File: src/rtl/flit_packetizer.sv
// Wormhole flit packetizer: turns a packet request plus payload words into
// HEAD/BODY/TAIL flits, gated by a credit count toward the downstream buffer.
module flit_packetizer #(
   parameter int DATA_W    = 32,
   parameter int ADDR_W    = 4,
   parameter int MAX_LEN   = 8,
   parameter int BUF_DEPTH = 4
) (
   input  logic                       clk,
   input  logic                       rst_n,
   input  logic                       pkt_valid,
   output logic                       pkt_ready,
   input  logic [ADDR_W-1:0]          pkt_dest,
   input  logic [3:0]                 pkt_len,
   input  logic                       data_valid,
   output logic                       data_ready,
   input  logic [DATA_W-1:0]          data_in,
   output logic                       flit_valid,
   output logic [2+ADDR_W+DATA_W-1:0] flit_out,
   input  logic                       credit_in,
   output logic                       credit_err,
   output logic [15:0]                pkt_count
);

   localparam int FLIT_W = 2 + ADDR_W + DATA_W;
   localparam int CRD_W  = $clog2(BUF_DEPTH + 1);

   localparam logic [1:0] T_BODY = 2'b00;
   localparam logic [1:0] T_HEAD = 2'b01;
   localparam logic [1:0] T_TAIL = 2'b10;
   localparam logic [1:0] T_HT   = 2'b11;

   localparam logic [3:0]       MAX_LEN_C = 4'(MAX_LEN);
   localparam logic [CRD_W-1:0] CRD_FULL  = CRD_W'(BUF_DEPTH);
   localparam logic [CRD_W-1:0] CRD_ONE   = CRD_W'(1);

   typedef enum logic [1:0] {
      S_IDLE,
      S_HEAD,
      S_BODY
   } state_t;

   state_t              state_q, state_d;
   logic [ADDR_W-1:0]   dest_q, dest_d;
   logic [3:0]          len_q, len_d;
   logic [3:0]          rem_q, rem_d;
   logic [CRD_W-1:0]    credit_q, credit_d;
   logic                credit_err_q, credit_err_d;
   logic                flit_valid_q, flit_valid_d;
   logic [FLIT_W-1:0]   flit_out_q, flit_out_d;
   logic [15:0]         pkt_count_q, pkt_count_d;

   logic                has_credit;
   logic                send;
   logic                last;
   logic [3:0]          len_clamp;

   assign has_credit = (credit_q != '0);
   assign len_clamp  = (pkt_len > MAX_LEN_C) ? MAX_LEN_C : pkt_len;

   assign pkt_ready  = (state_q == S_IDLE);
   assign data_ready = (state_q == S_BODY) && has_credit;

   always_comb begin
      state_d      = state_q;
      dest_d       = dest_q;
      len_d        = len_q;
      rem_d        = rem_q;
      credit_d     = credit_q;
      credit_err_d = credit_err_q;
      flit_out_d   = flit_out_q;
      pkt_count_d  = pkt_count_q;
      send         = 1'b0;
      last         = 1'b0;

      unique case (state_q)
         S_IDLE: begin
            if (pkt_valid) begin
               dest_d  = pkt_dest;
               len_d   = len_clamp;
               rem_d   = len_clamp;
               state_d = S_HEAD;
            end
         end
         S_HEAD: begin
            if (has_credit) begin
               send       = 1'b1;
               last       = (len_q == 4'd0);
               flit_out_d = {last ? T_HT : T_HEAD, dest_q,
                             DATA_W'(len_q)};
               state_d    = last ? S_IDLE : S_BODY;
            end
         end
         S_BODY: begin
            if (data_valid && has_credit) begin
               send       = 1'b1;
               last       = (rem_q == 4'd1);
               flit_out_d = {last ? T_TAIL : T_BODY, dest_q, data_in};
               rem_d      = rem_q - 4'd1;
               if (last) state_d = S_IDLE;
            end
         end
         default: state_d = S_IDLE;
      endcase

      flit_valid_d = send;

      // A send and a returned credit in the same cycle cancel out.
      if (send && !credit_in) begin
         credit_d = credit_q - CRD_ONE;
      end else if (!send && credit_in) begin
         if (credit_q == CRD_FULL) credit_err_d = 1'b1;
         else                      credit_d     = credit_q + CRD_ONE;
      end

      if (send && last) pkt_count_d = pkt_count_q + 16'd1;
   end

   always_ff @(posedge clk) begin
      if (!rst_n) begin
         state_q      <= S_IDLE;
         dest_q       <= '0;
         len_q        <= '0;
         rem_q        <= '0;
         credit_q     <= CRD_FULL;
         credit_err_q <= 1'b0;
         flit_valid_q <= 1'b0;
         flit_out_q   <= '0;
         pkt_count_q  <= '0;
      end else begin
         state_q      <= state_d;
         dest_q       <= dest_d;
         len_q        <= len_d;
         rem_q        <= rem_d;
         credit_q     <= credit_d;
         credit_err_q <= credit_err_d;
         flit_valid_q <= flit_valid_d;
         flit_out_q   <= flit_out_d;
         pkt_count_q  <= pkt_count_d;
      end
   end

   assign flit_valid = flit_valid_q;
   assign flit_out   = flit_out_q;
   assign credit_err = credit_err_q;
   assign pkt_count  = pkt_count_q;

endmodule

File: config.mk
export PLATFORM = sky130hd
export DESIGN_NAME = flit_packetizer
export DESIGN_NICKNAME = d
export VERILOG_FILES = /design/src/rtl/flit_packetizer.sv
export SDC_FILE = /design/constraint.sdc
export NUM_CORES = 1
export LEC_CHECK = 0
export ABC_AREA = 1
export CORE_MARGIN = 4
export CORE_UTILIZATION = 47
export DETAILED_ROUTE_END_ITERATION = 10
export PLACE_DENSITY = 0.76
export SYNTH_ARGS = -nofsm -noshare
export SYNTH_HDL_FRONTEND = slang
export SYNTH_SLANG_ARGS = --single-unit
File: constraint.sdc
create_clock -name clk -period 3.04 [get_ports clk]
set_input_delay 0.912 -clock clk [delete_from_list [all_inputs] [get_ports clk]]
set_output_delay 0.912 -clock clk [all_outputs]
set_load 0.02 [all_outputs]
# [Yosys cells after proc, flatten, opt, wreduce, memory -nomap -nowiden]
# Cells that the tools add are included.
[op_classes] add_sub_neg=4 order_cmp=1 eq_ne=9 muxes=24 bitwise=1 n_reduce_logical=19
[op_table] operator="$mux 38" count=2
[op_table] operator="$pmux 38 s2" count=1
[op_table] operator="$add 16x1->16 const B" count=1
[op_table] operator="$mux 2" count=7
[op_table] operator="$mux 4" count=3
[op_table] operator="$mux 3" count=3
[op_table] operator="$reduce_and 3->1" count=3
[op_table] operator="$pmux 4 s2" count=1
[op_table] operator="$ne 2x2->1 const B" count=3
[op_table] operator="$pmux 2 s3" count=1
[op_table] operator="$reduce_bool 2->1" count=3
[op_table] operator="$logic_and 1x1->1" count=5
[op_table] operator="$eq 4x1->1 const B" count=1
[op_table] operator="$gt 4x4->1 const B" count=1
[op_table] operator="$logic_not 4->1" count=1
[op_table] operator="$mux 1" count=4
[op_table] operator="$ne 2x1->1 const B" count=2
[op_table] operator="$pmux 1 s2" count=2
[op_table] operator="$reduce_and 2->1" count=2
[op_table] operator="$reduce_and 4->1" count=1
[op_table] operator="$sub 4x1->4 const B" count=1
[op_table] operator="$add 3x1->3 const B" count=1
[op_table] operator="$eq 3x3->1 const B" count=1
[op_table] operator="$reduce_bool 3->1" count=1
[op_table] operator="other kinds (6)" count=7
[word_totals] regBits=73 input_bits=45 out_inout_bits=58 word_cells=67

# [Longest topological paths before layout]
[logic_depth] word_depth=8 depth_mapped=13 ltp_nobuf=12

# [Least setup slack after synthesis]
# No wires, ideal clock.
[synth_path] kind="input to register" startpoint="input data_valid" endpoint="register credit_q[2]" setup_ns=0.124 t_arrival_ns=2.125 required_ns=2.916 slack_ns=0.791 cell_stages=9 path_buffers=0 cell_sequence="nand3_1 a21oi_1 ha_1 inv_1 fa_1 xnor2_1 nand2_1 a21oi_1 o21ai_0"
[synth_between] elab_chain_cells=7 word_cells_on_any_way=10 cone_classes="1 x eq/ne; 3 x mux; 6 x reduce/logical"
[synth_rtl] item="from (decl)" line_no="15" rtl="input logic data_valid,"
[synth_rtl] item="$logic_and 1x1->1 (*)" line_no="95" rtl="if (data_valid && has_credit) begin"
[synth_rtl] item="$mux 1 (*)" line_no="95"
[synth_rtl] item="$pmux 1 s2 (*)" line_no="76" rtl="unique case (state_q)"
[synth_rtl] item="via flit_valid_d" line_no="49" rtl="logic flit_valid_q, flit_valid_d;"
[synth_rtl] item="$logic_not 1->1" line_no="111" rtl="end else if (!send && credit_in) begin"
[synth_rtl] item="$logic_and 1x1->1" line_no="111"
[synth_rtl] item="$reduce_bool 2->1 (no source line)"
[synth_rtl] item="$reduce_and 2->1 (no source line)"
[synth_rtl] item="to (signal assigned)" line_no="135" rtl="credit_q <= credit_d;"
[synth_rtl] item="to (decl)" line_no="47" rtl="logic [CRD_W-1:0] credit_q, credit_d;"
# The timed path passes the listed nets; every way through them passes the cells marked *.
# A chain may end at the register's enable or synchronous reset.

# [Worst setup path in the final report]
# Ends and elaborated chain as after synthesis.

==> impl_metrics.toml <==
[detailed_routing]
routed_wl_um = 9366
ant_nets = 0
drc = 0
vias_per_cell = 5.157
firstDrtPassIters = 4
routedWlPerCell_um = 13.88
dr_total_vias = 3481
dr.first_iter.drc_count = 138

[power]
finalPower_mw = 2.904
ir_drop_mv = 0.3671
seq_power_share_pct = 38.4
power_switching_mw = 0.9542
pwr-share-comb_pct = 29.0
power_density_nw_per_um2 = 607.6
swShare_pct = 32.86
cell_internal_pwr_mw = 1.949
power_leakage_nw = 1.785
clockPowerShare_pct = 32.6

[critical_path]
slowest_delay_ps = 480
start_kind = "primary input"
worst_ep_required_time_ps = 3260
path_common_cell = "a21oi_1"
critical_path_class = "in -> reg"
cp_cell_sequence = "clkdlybuf4s50_1 -> nand3_1 -> a21oi_1 -> ha_1 -> inv_1 -> fa_1 -> xnor2_1 -> nand2_1 -> a21oi_1 -> o21ai_0"
cp.arrival_ps = 2930
crit_path_max_fanout = 2
end_kind = "register"
slowest_stage = "clkdlybuf4s50_1"
reg2reg_depth = 11

[clock_network]
clock_sinks = 73
worstSkewPairLatency_ps = 340
cts_tree = "yes"
cts_inserted_buffers = 9
ctsHoldBuffers = 0
post_cts_buffers = 0
path_clk_slew_ps = 80
htreeDepth = 3
cts_resized = 0
clock-root-buffer = "clkbuf_8"
cts_buffer_depth = 2

[yosys]
ys_warn_count = 0
synth-seq-cells = 73
netlist_area_um2 = 3452
postSynthNetCount = 528
ys_seq_area_share_pct = 42.33
synth_cells = 474
synth.distinct_cells = 27
avgSynthCellArea_um2 = 7.283

[grt]
grt_max_degree = 41
track_usage_pct = 21.33
grt_pass1_vias = 3309
gr-total-overflow = 0
grt_first_pass_wirelength_um = 15150
antenna_found_initial = 0

[sta]
final-setup-viol-count = 0
fmax_mhz = 369.1
slew_headroom_pct = 63.99
hold_violations = 0
fin_crit_ps = 2709
timing.final.crit_share_pct = 89.12
hold_ws_ps = 465.6
setup-tns-final_ps = 0
worst_slack_ps = 330.7
rsz0062_at_grt = "no"
clock-skew-final_ps = 9.652
tightestPinTransition_ps = 539.4
slew_violations = 0

[placed_design]
hpwlAfterDp_um = 6731
pre_cts_ws_ps = 8.126
placed_cell_area_um2 = 4527
routabilityCongestion = 0.9191
io_buffers = 102
dp.cells = 659

[floorplan]
coreArea_um2 = 6982
start_util_pct = 49.44
die_area_um2 = 8780
num_rows = 30
dieWidth_um = 93.70
die-height_um = 93.70
io_pins = 103

[outcome]
status = "completed"

[final_layout]
design_area_um2 = 4778
utilization_pct = 68.44
layout.nets = 628
drive_gt1_share_pct = 8.290
layoutNonFillerInstCount = 675
synthToLayoutAreaGrowth_pct = 38.42
num_antenna_cells = 0

[run]
maxCapViolCount = 0

[min_path]
holdPathStages = 2
hp-class = "reg -> reg"
final cells by class:
class                      count  area, um^2
fill                         615        2203
clock buffer                  10       137.6
timing repair buffer         110        1094
tap                           96       120.1
clock inverter                 6       113.9
sequential                    73        1461
inverter                      33       123.9
multi-input combinational    347        1728
worst max-delay path: cells and delay by family:
| family | cells | cell delay (ps) |
|---|---|---|
| xor+xnor | 1 | 150 |
| buf+inv | 2 | 560 |
| compound gates | 3 | 480 |
| fa+ha+maj | 2 | 650 |
| simple gates | 2 | 170 |
registers in the layout, summed over array words and instances (netlist names):
register    flops
credit_err      1
state_q         2
rem_q           4
credit_q        3
pkt_count      16
dest_q          4
flit_valid      1
flit_out       38
len_q           4
placed cells by master, fill, tap and decap left out, drive strengths merged:
cell type | netlist | final
buf | 14 | 8
nand4 | 7 | 7
bufinv | 0 | 3
clkinvlp | 0 | 2
clkbuf | 7 | 10
o21ai | 22 | 22
or2 | 1 | 1
inv | 33 | 34
a21oi | 56 | 56
nand2 | 123 | 123
ha | 8 | 8
nand3b | 3 | 3
clkdlybuf4s50 | 0 | 102
dfxtp | 73 | 73
nand3 | 55 | 55
a22oi | 1 | 1
nor2 | 58 | 58
fa | 1 | 1
xor2 | 6 | 6
xnor2 | 3 | 3
a211oi | 3 | 3
layer usage:
layer	GRT usage, %	vias to the layer above	part of all wire (%)
met3	4.407	16	5.9
met1	25.20	1602	41
li1	-	1753	-
met5	0	-	0
met2	37.37	110	52
met4	8.785	0	1.9
power groups by stage:
stage	Combinational, mW	Sequential [mW]	Clock, mW
finish	0.843	1.11	0.946
global route	0.936	1.13	1.01
CTS	0.849	1.11	0.958
detailed placement	0.843	1.13	0
global placement	0.833	1.13	0
floorplan	0.523	1.19	0
kinds of logic (layout without fill, tap and decap cells):
logic type                 count (synthesis)  after routing  synth area share, %
adders and majority gates                  9              9                3.480
and+or+nand+nor                          247            247                31.35
buffers and inverters                     54            159                7.612
xor gates and xnor gates                   9              9                2.284
DFF                                       73             73                42.33
AOI/OAI and AO/OA                         82             82                12.94
synthesized netlist by cell type:
| master | instances | area [um^2] |
|---|---|---|
| nand2_2 | 4 | 25.02 |
| a211oi_1 | 3 | 22.52 |
| xnor2_1 | 3 | 26.28 |
| o21ai_2 | 1 | 8.760 |
| xor2_1 | 6 | 52.55 |
| buf_6 | 7 | 78.83 |
| buf_1 | 3 | 11.26 |
| nand3_1 | 55 | 275.3 |
| a21oi_1 | 50 | 250.2 |
| nand2_4 | 4 | 45.04 |
| a21oi_2 | 6 | 52.55 |
| fa_1 | 1 | 20.02 |
| nor2_1 | 56 | 210.2 |
| dfxtp_1 | 73 | 1461 |
| inv_2 | 6 | 22.52 |
| clkbuf_1 | 7 | 26.28 |
| nand4_1 | 7 | 43.79 |
| ha_1 | 8 | 100.1 |
| buf_4 | 1 | 7.510 |
| buf_2 | 3 | 15.01 |
| a22oi_1 | 1 | 7.510 |
| nor2_4 | 2 | 22.52 |
| inv_1 | 27 | 101.4 |
| nand3b_1 | 3 | 22.52 |
| nand2_1 | 115 | 431.7 |
| or2_2 | 1 | 6.260 |
| o21ai_0 | 21 | 105.1 |
worst paths after layout:
kind | slack (ps) | from | to
worst max-delay path | 330 | data_valid | credit_q[2]
worst min-delay path | 470 | flit_out[26] | flit_out[26]
worst max register to register | 640 | state_q[1] | credit_q[2]
worst min register to register | 470 | flit_out[26] | flit_out[26]
Note: power is estimated with default switching activity, not from simulation.
